[config.mk]
export PLATFORM = sky130hd
export DESIGN_NAME = multicycle_ctrl_flat
export DESIGN_NICKNAME = d
export VERILOG_FILES = /design/src/rtl/multicycle_ctrl_if.sv /design/src/rtl/multicycle_ctrl.sv /design/src/flat_wrapper.sv
export SDC_FILE = /design/constraint.sdc
export NUM_CORES = 1
export LEC_CHECK = 0
export ABC_AREA = 1
export CORE_AREA = 2 2 65 67
export DETAILED_ROUTE_END_ITERATION = 7
export DIE_AREA = 0 0 67 69
export SLEW_MARGIN = 20
export SYNTH_ARGS = -nofsm -noshare
export SYNTH_HDL_FRONTEND = slang
export SYNTH_SLANG_ARGS = --single-unit
export TNS_END_PERCENT = 50
[constraint.sdc]
create_clock -name clk -period 2.5 [get_ports clk]
set_input_delay 0.375 -clock clk [delete_from_list [all_inputs] [get_ports clk]]
set_output_delay 0.375 -clock clk [all_outputs]
set_load 0.01 [all_outputs]
[src/rtl/multicycle_ctrl_if.sv]
// Control bundle between the multi-cycle control unit and the datapath/memory.
// The controller is the master: it issues memory requests and datapath controls,
// and receives the opcode, ALU zero flag and memory acknowledge.
interface multicycle_ctrl_if #(
    parameter int OPW    = 4,
    parameter int ALUOPW = 3
);
    logic [OPW-1:0]    opcode;
    logic              zero;
    logic              mem_ack;
    logic              mem_req;
    logic              mem_we;
    logic              ir_write;
    logic              pc_inc;
    logic              pc_write;
    logic [ALUOPW-1:0] alu_op;
    logic [1:0]        alu_src_a;
    logic [1:0]        alu_src_b;
    logic [1:0]        reg_dst;
    logic [1:0]        mem_to_reg;
    logic              reg_write;
    logic              retire;
    logic [1:0]        trap;
    logic [2:0]        state;

    modport master (
        input  opcode, zero, mem_ack,
        output mem_req, mem_we, ir_write, pc_inc, pc_write, alu_op,
               alu_src_a, alu_src_b, reg_dst, mem_to_reg, reg_write,
               retire, trap, state
    );

    modport slave (
        output opcode, zero, mem_ack,
        input  mem_req, mem_we, ir_write, pc_inc, pc_write, alu_op,
               alu_src_a, alu_src_b, reg_dst, mem_to_reg, reg_write,
               retire, trap, state
    );
endinterface

[src/rtl/multicycle_ctrl.sv]
// Multi-cycle control unit for the 16-bit core.
// Sequences FETCH/DECODE/EXEC/MEM/WB, decodes the 4-bit ISA into datapath
// controls, waits on a req/ack memory handshake with an optional timeout,
// and traps (sticky until rst) on illegal opcodes or memory timeout.
module multicycle_ctrl #(
    parameter int OPW     = 4,
    parameter int ALUOPW  = 3,
    parameter int TIMEOUT = 0,
    parameter int TOW     = 8
) (
    input logic               clk,
    input logic               rst,
    multicycle_ctrl_if.master bus
);

    typedef enum logic [2:0] {
        S_IDLE   = 3'd0,
        S_FETCH  = 3'd1,
        S_DECODE = 3'd2,
        S_EXEC   = 3'd3,
        S_MEM    = 3'd4,
        S_WB     = 3'd5,
        S_TRAP   = 3'd7
    } state_t;

    // Moore control word; pc_jal/brz feed the EXEC-phase pc_write
    typedef struct packed {
        logic              mem_req;
        logic              mem_we;
        logic              pc_jal;
        logic              brz;
        logic [ALUOPW-1:0] alu_op;
        logic [1:0]        alu_src_a;
        logic [1:0]        alu_src_b;
        logic [1:0]        reg_dst;
        logic [1:0]        mem_to_reg;
        logic              reg_write;
        logic              retire;
    } ctl_t;

    localparam logic [OPW-1:0] OP_ADI = OPW'(8);
    localparam logic [OPW-1:0] OP_SWP = OPW'(9);
    localparam logic [OPW-1:0] OP_LDW = OPW'(10);
    localparam logic [OPW-1:0] OP_STW = OPW'(11);
    localparam logic [OPW-1:0] OP_BRZ = OPW'(12);
    localparam logic [OPW-1:0] OP_JAL = OPW'(13);
    localparam logic [OPW-1:0] OP_ILL = OPW'(14);

    state_t          st, st_n;
    logic [OPW-1:0]  op_q, op_n;
    logic [TOW-1:0]  cnt, cnt_n;
    logic [1:0]      trap_q, trap_n;
    ctl_t            ctl, ctl_n;
    logic            tmo_hit;

    // Control word that a given state presents for a given (latched) opcode
    function automatic ctl_t ctl_for(input state_t s, input logic [OPW-1:0] op);
        ctl_t c;
        c = '0;
        case (s)
            S_FETCH: c.mem_req = 1'b1;
            S_EXEC, S_MEM: begin
                if (op < OP_ADI) begin
                    c.alu_op = ALUOPW'(op[2:0]);
                end else if (op == OP_ADI) begin
                    c.alu_src_b = 2'b01;
                end else if (op == OP_SWP) begin
                    c.alu_src_a = 2'b10;
                    c.alu_src_b = 2'b10;
                end else if (op == OP_LDW || op == OP_STW || op == OP_BRZ) begin
                    c.alu_src_b = 2'b11;
                end
                if (s == S_EXEC) begin
                    c.pc_jal = (op == OP_JAL);
                    c.brz    = (op == OP_BRZ);
                    c.retire = (op == OP_BRZ);
                end else begin
                    c.mem_req = 1'b1;
                    c.mem_we  = (op == OP_STW);
                end
            end
            S_WB: begin
                c.reg_write = 1'b1;
                c.retire    = 1'b1;
                if (op == OP_JAL) begin
                    c.reg_dst    = 2'b10;
                    c.mem_to_reg = 2'b10;
                end else if (op == OP_LDW) begin
                    c.reg_dst    = 2'b00;
                    c.mem_to_reg = 2'b01;
                end else if (op == OP_ADI) begin
                    c.reg_dst    = 2'b00;
                end else begin
                    c.reg_dst    = 2'b01;
                end
            end
            default: c = '0;
        endcase
        return c;
    endfunction

    // Limit reached on this wait cycle; an ack in the same cycle takes priority
    assign tmo_hit = (TIMEOUT != 0) && (cnt == TOW'(TIMEOUT - 1));

    // Next-state, opcode latch, timeout counter and sticky trap computation
    always_comb begin
        st_n   = st;
        op_n   = op_q;
        cnt_n  = cnt;
        trap_n = trap_q;
        case (st)
            S_IDLE: st_n = S_FETCH;
            S_FETCH: begin
                if (bus.mem_ack) begin
                    st_n = S_DECODE;
                end else if (tmo_hit) begin
                    st_n   = S_TRAP;
                    trap_n = 2'b10;
                end else begin
                    cnt_n = cnt + 1'b1;
                end
            end
            S_DECODE: begin
                op_n = bus.opcode;
                if (bus.opcode >= OP_ILL) begin
                    st_n   = S_TRAP;
                    trap_n = 2'b01;
                end else begin
                    st_n = S_EXEC;
                end
            end
            S_EXEC: begin
                if (op_q == OP_LDW || op_q == OP_STW) begin
                    st_n = S_MEM;
                end else if (op_q == OP_BRZ) begin
                    st_n = S_FETCH;
                end else begin
                    st_n = S_WB;
                end
            end
            S_MEM: begin
                if (bus.mem_ack) begin
                    st_n = (op_q == OP_STW) ? S_FETCH : S_WB;
                end else if (tmo_hit) begin
                    st_n   = S_TRAP;
                    trap_n = 2'b10;
                end else begin
                    cnt_n = cnt + 1'b1;
                end
            end
            S_WB:    st_n = S_FETCH;
            S_TRAP:  st_n = S_TRAP;
            default: st_n = S_IDLE;
        endcase
        if ((st_n == S_FETCH && st != S_FETCH) || (st_n == S_MEM && st != S_MEM)) begin
            cnt_n = '0;
        end
        // Moore outputs are registered by decoding the state being entered,
        // so they line up with the state register without a decode stage after it
        ctl_n = ctl_for(st_n, op_n);
    end

    // State register with synchronous, active-high reset
    always_ff @(posedge clk) begin
        if (rst) begin
            st     <= S_IDLE;
            op_q   <= '0;
            cnt    <= '0;
            trap_q <= '0;
            ctl    <= '0;
        end else begin
            st     <= st_n;
            op_q   <= op_n;
            cnt    <= cnt_n;
            trap_q <= trap_n;
            ctl    <= ctl_n;
        end
    end

    assign bus.state      = st;
    assign bus.trap       = trap_q;
    assign bus.mem_req    = ctl.mem_req;
    assign bus.mem_we     = ctl.mem_we;
    assign bus.alu_op     = ctl.alu_op;
    assign bus.alu_src_a  = ctl.alu_src_a;
    assign bus.alu_src_b  = ctl.alu_src_b;
    assign bus.reg_dst    = ctl.reg_dst;
    assign bus.mem_to_reg = ctl.mem_to_reg;
    assign bus.reg_write  = ctl.reg_write;
    // Ack-qualified (Mealy) outputs
    assign bus.ir_write   = (st == S_FETCH) && bus.mem_ack;
    assign bus.pc_inc     = (st == S_FETCH) && bus.mem_ack;
    assign bus.pc_write   = ctl.pc_jal | (ctl.brz & bus.zero);
    assign bus.retire     = ctl.retire | ((st == S_MEM) && (op_q == OP_STW) && bus.mem_ack);

endmodule

[src/flat_wrapper.sv]
// flat-port wrapper written by rule: the top's interface ports become plain ports
module multicycle_ctrl_flat 
#(
    parameter int OPW     = 4,
    parameter int ALUOPW  = 3,
    parameter int TIMEOUT = 0,
    parameter int TOW     = 8
)
  (clk, rst, bus_opcode, bus_zero, bus_mem_ack, bus_mem_req, bus_mem_we, bus_ir_write, bus_pc_inc, bus_pc_write, bus_alu_op, bus_alu_src_a, bus_alu_src_b, bus_reg_dst, bus_mem_to_reg, bus_reg_write, bus_retire, bus_trap, bus_state);
  multicycle_ctrl_if #(.OPW(OPW), .ALUOPW(ALUOPW)) bus_i ();
  input logic clk;
  input logic rst;
  input wire logic [$bits(bus_i.opcode)-1:0] bus_opcode;
  input wire logic [$bits(bus_i.zero)-1:0] bus_zero;
  input wire logic [$bits(bus_i.mem_ack)-1:0] bus_mem_ack;
  output wire logic [$bits(bus_i.mem_req)-1:0] bus_mem_req;
  output wire logic [$bits(bus_i.mem_we)-1:0] bus_mem_we;
  output wire logic [$bits(bus_i.ir_write)-1:0] bus_ir_write;
  output wire logic [$bits(bus_i.pc_inc)-1:0] bus_pc_inc;
  output wire logic [$bits(bus_i.pc_write)-1:0] bus_pc_write;
  output wire logic [$bits(bus_i.alu_op)-1:0] bus_alu_op;
  output wire logic [$bits(bus_i.alu_src_a)-1:0] bus_alu_src_a;
  output wire logic [$bits(bus_i.alu_src_b)-1:0] bus_alu_src_b;
  output wire logic [$bits(bus_i.reg_dst)-1:0] bus_reg_dst;
  output wire logic [$bits(bus_i.mem_to_reg)-1:0] bus_mem_to_reg;
  output wire logic [$bits(bus_i.reg_write)-1:0] bus_reg_write;
  output wire logic [$bits(bus_i.retire)-1:0] bus_retire;
  output wire logic [$bits(bus_i.trap)-1:0] bus_trap;
  output wire logic [$bits(bus_i.state)-1:0] bus_state;
  assign bus_i.opcode = bus_opcode;
  assign bus_i.zero = bus_zero;
  assign bus_i.mem_ack = bus_mem_ack;
  assign bus_mem_req = bus_i.mem_req;
  assign bus_mem_we = bus_i.mem_we;
  assign bus_ir_write = bus_i.ir_write;
  assign bus_pc_inc = bus_i.pc_inc;
  assign bus_pc_write = bus_i.pc_write;
  assign bus_alu_op = bus_i.alu_op;
  assign bus_alu_src_a = bus_i.alu_src_a;
  assign bus_alu_src_b = bus_i.alu_src_b;
  assign bus_reg_dst = bus_i.reg_dst;
  assign bus_mem_to_reg = bus_i.mem_to_reg;
  assign bus_reg_write = bus_i.reg_write;
  assign bus_retire = bus_i.retire;
  assign bus_trap = bus_i.trap;
  assign bus_state = bus_i.state;
  multicycle_ctrl #(.OPW(OPW), .ALUOPW(ALUOPW), .TIMEOUT(TIMEOUT), .TOW(TOW)) u_core (.clk(clk), .rst(rst), .bus(bus_i));
endmodule
Yosys cells after proc, flatten, opt, wreduce, memory -nomap -nowiden
Index checks and enable logic that the tools add are counted.
{"block": "op_classes", "magnitude_cmp": 2, "eq_ne": 19, "n_mux": 21, "bitwise_logic": 7, "n_reduce_logical": 18}
{"operator": "== test 4 bit (second input constant)", "n": 9}
{"operator": "2-to-1 mux 3 bit", "n": 6}
{"operator": "case mux 3 bit (6 select lines)", "n": 1}
{"operator": "== test 3 bit (second input constant)", "n": 5}
{"operator": "OR reduction 3 bit", "n": 5}
{"operator": "== test 3 x 2 -> 1 bit (second input constant)", "n": 3}
{"operator": "2-to-1 mux 2 bit", "n": 4}
{"operator": "2-to-1 mux 4 bit", "n": 2}
{"operator": "OR reduction 4 bit", "n": 2}
{"operator": "== test 3 x 1 -> 1 bit (second input constant)", "n": 2}
{"operator": "2-to-1 mux 1 bit", "n": 6}
{"operator": "OR reduction 2 bit", "n": 3}
{"operator": "greater-or-equal comparator 4 bit (second input constant)", "n": 1}
{"operator": "< comparator 4 bit (second input constant)", "n": 1}
{"operator": "NOT 1 bit", "n": 4}
{"operator": "case mux 1 bit (2 select lines)", "n": 2}
{"operator": "logical AND 1 bit", "n": 3}
{"operator": "zero test 3 bit", "n": 1}
{"operator": "logical OR 1 bit", "n": 3}
{"operator": "OR 1 bit", "n": 2}
{"operator": "AND reduction 2 bit", "n": 1}
{"operator": "bitwise AND 1 bit", "n": 1}
{"block": "totals", "reg_bits": 25, "in_bits": 8, "output_inout_bits": 23, "word_cells": 84}

Depth between registers and ports, before layout
{"block": "depth", "depth_word": 8, "depth_mapped": 10, "ltp_nobuf": 10}

Least setup slack after synthesis
No wires, ideal clock.
{"block": "synth_timing", "path_kind": "reg2out", "startpoint": "register u_core.st[0] (netlist: u_core.bus.state[0])", "endpoint": "output bus_pc_inc", "t_arrival_ns": 0.978, "required_ns": 2.125, "slack_ns": 1.147, "stages_incl_launch_ff": 6, "n_path_buf": 1, "cell_sequence": "dfxtp_1 inv_2 nor2_1 nand2_1 inv_1 buf_4"}
{"block": "synth_via", "elab_chain_cells": 2}
{"item": "start, declared", "line_no": "multicycle_ctrl.sv:49", "rtl": "state_t st, st_n;"}
{"item": "start signal, assigned", "line_no": "multicycle_ctrl.sv:172", "rtl": "st <= st_n;"}
{"item": "== test 3 x 1 -> 1 bit"}
{"item": "logical AND 1 bit"}
{"item": "end, declared", "line_no": "flat_wrapper.sv:19", "rtl": "output wire logic [$bits(bus_i.pc_inc)-1:0] bus_pc_inc;"}
No other way between the ends.

Worst setup path after layout
{"block": "layout_timing", "startpoint": "register u_core.st[2] (netlist: u_core.bus.state[2])", "endpoint": "output bus_retire"}
{"block": "layout_via", "elab_chain_cells": 4}
{"item": "== test 3 bit", "line_no": "multicycle_ctrl.sv:194", "rtl": "assign bus.retire = ctl.retire | ((st == S_MEM) && (op_q == OP_STW) && bus.mem_ack);"}
{"item": "logical AND 1 bit (2 in series)", "line_no": "multicycle_ctrl.sv:194"}
{"item": "OR 1 bit", "line_no": "multicycle_ctrl.sv:194"}
{"item": "end, declared", "line_no": "flat_wrapper.sv:27", "rtl": "output wire logic [$bits(bus_i.retire)-1:0] bus_retire;"}
No other way between the ends.

==> results.ini <==
[final_layout]
nets = 196
area_growth_pct = 25.3
most-common-layout-cells = nand2_1 (39), clkdlybuf4s50_1 (28), nor2_1 (26), dfxtp_1 (23), inv_1 (20)
largest_register = u_core.op_q
layout_commonest_cell = nand2_1
drive_above_1_share_pct = 12.3
antennaDiodeCount = 0
stdcell_count = 237
largest_reg_flops = 4

[drt]
drc = 0
drtPass1Iterations = 5
final_antenna_net_count = 0
routed_wirelength_um = 2310
drt_first_iter_violations = 37
vias_per_cell = 4.29
wl_per_cell_um = 9.73
vias = 1016

[synthesis]
yosysWarnings = 0
synthCells = 168
synth_area_leaders = dfxtp_1 (40%), nand2_1 (13%), buf_4 (8.5%)
avgSynthCellArea_um2 = 6.85
synth_top_area_share_pct = 40.0
yosys_register_bits = 23
synth.distinct_cells = 21
ys_seq_area_share_pct = 40.0
synth_top_cell_by_area = dfxtp_1
synthesis.area_um2 = 1150

[worst_setup_path]
crit_arrival_ns = 1.71
cp-end-kind = output port
required_ns = 2.12
crit_fanout = 10
crit_chain = inv_2 > nor3_1 > a31o_2 > clkdlybuf4s50_1
crit_path_start_kind = flip-flop
cp_slowest_cell = clkdlybuf4s50_1
cpPeakStageDelay_ns = 0.52
rr_worst_depth = 6
path_class = reg2out

[timing]
setup_ws_ns = 0.413
setup_viol = 0
rsz0062_at_grt = false
hold_ws_ns = 0.466
fin_crit_ns = 2.09
fin_skew_ns = 0.00452
finalHoldViolCount = 0
maxSlewViolCount = 0
min_period_over_period_pct = 83.5
max_freq_ghz = 0.479
fin_setup_tns_ns = 0

[clocking]
post_cts_resized = 0
cts_setup_buffers = 0
numClockSinks = 23
clock_latency_ns = 0.26
cts_root_buf = clkbuf_8
clockBufferDepth = 2
cts-htree-levels = 1
cts_buffers = 3
path_clk_slew_ns = 0.08
cts_tree = yes
hold_buffers = 0

[placement]
place_inst = 233
globalplace.congestion = 0.799
port_buffers = 28
hpwl_um = 1810
place_ws_ns = 0.453

[power_and_ir_drop]
p_total_uw = 740
p_leak_nw = 0.677
power_frac_clock_pct = 30.8
peakVddDrop_mv = 0.356
power_frac_seq_pct = 52.5
switching_power_uw = 200
power.density_nw_per_um2 = 513
p_comb_share_pct = 16.7
p_int_uw = 539
switching_share_pct = 27.1

[global_route]
overflow = 0
grt_max_degree = 14
grt_pass1_vias = 898
antenna_found_initial = 0
grt_pass1_wl_um = 4060
grt_util_all_layers_pct = 11.1

[job]
maxCapViolCount = 0

[floorplan]
die_h_um = 69
initial_core_util_pct = 29.4
die_w_um = 67
coreArea_um2 = 3910
die-area_um2 = 4620
ios = 31
fp-row-count = 23

[worst_hold_path]
hold_depth = 2
hold_class = reg2reg

[run_status]
outcome = completed

-- power by group through the flow --
stage | Clock (mW) | Sequential (mW) | Combinational [mW]
6_report | 0.228 | 0.389 | 0.123
3_3_place_gp | 0 | 0.397 | 0.123
4_1_cts | 0.241 | 0.389 | 0.124
5_1_grt | 0.252 | 0.391 | 0.141
3_5_place_dp | 0 | 0.397 | 0.124
2_1_floorplan | 0 | 0.398 | 0.0798
-- worst max-delay path: cells and delay by family, from the launching register on --
family / cells / cell delay [ns]
AND/OR/NAND/NOR: 1 / 0.21
buffers and inverters: 2 / 0.65
flip-flops: 1 / 0.40
AO/OA/AOI/OAI: 1 / 0.19
-- final cells by class --
cell class,count,area [um^2]
clock buffers,3,41.3
clock inverters,1,5.00
fillers,456,2470
inverters,27,101
multi-input cells,105,492
flip-flops and latches,23,460
well taps,50,62.6
repair buffers,28,280
-- cells by family (layout without fill, tap and decap cells) --
group | count (synthesis) | in the layout | synth area share, %
AND/OR/NAND/NOR | 96 | 96 | 38.5
buffers and inverters | 41 | 59 | 17.6
flip-flops | 23 | 23 | 40.0
AO/OA/AOI/OAI | 7 | 7 | 3.59
other | 1 | 2 | 0.326
-- synthesized netlist by cell type, drive strengths merged --
library cell and count:
a21o 1, a21oi 3, a31o 1, buf 14
conb 1, dfxtp 23, inv 27, nand2 43
nand3 18, nand3b 1, nand4 3, nor2 28
nor3 3, o21ai 2
-- stage by stage --
step / utilization, % / area [um^2]
detailed placement: 35.7 / 1400
global route: 36.9 / 1440
finish: 36.9 / 1440
global placement: 35.7 / 1400
CTS: 36.9 / 1440
floorplan: - / 1150
-- path summary, 6_finish.rpt --
kind	start	end	slack (ns)
worst max-delay path	u_core.bus.state[2]	bus_retire	0.41
worst min-delay path	u_core.bus.trap[0]	u_core.bus.trap[0]	0.47
worst max register to register	u_core.bus.state[0]	u_core.bus.mem_to_reg[0]	0.97
worst min register to register	u_core.bus.trap[0]	u_core.bus.trap[0]	0.47
-- metal layers --
| metal | wire length (um) | up-vias | track usage [%] |
|---|---|---|---|
| met2 | 1020 | 23 | 16.3 |
| li1 | - | 538 | - |
| met4 | 30 | 0 | 2.72 |
| met1 | 1140 | 450 | 15.7 |
| met5 | 0 | - | 0 |
| met3 | 112 | 5 | 3.43 |
(Power assumes the default switching activity.)
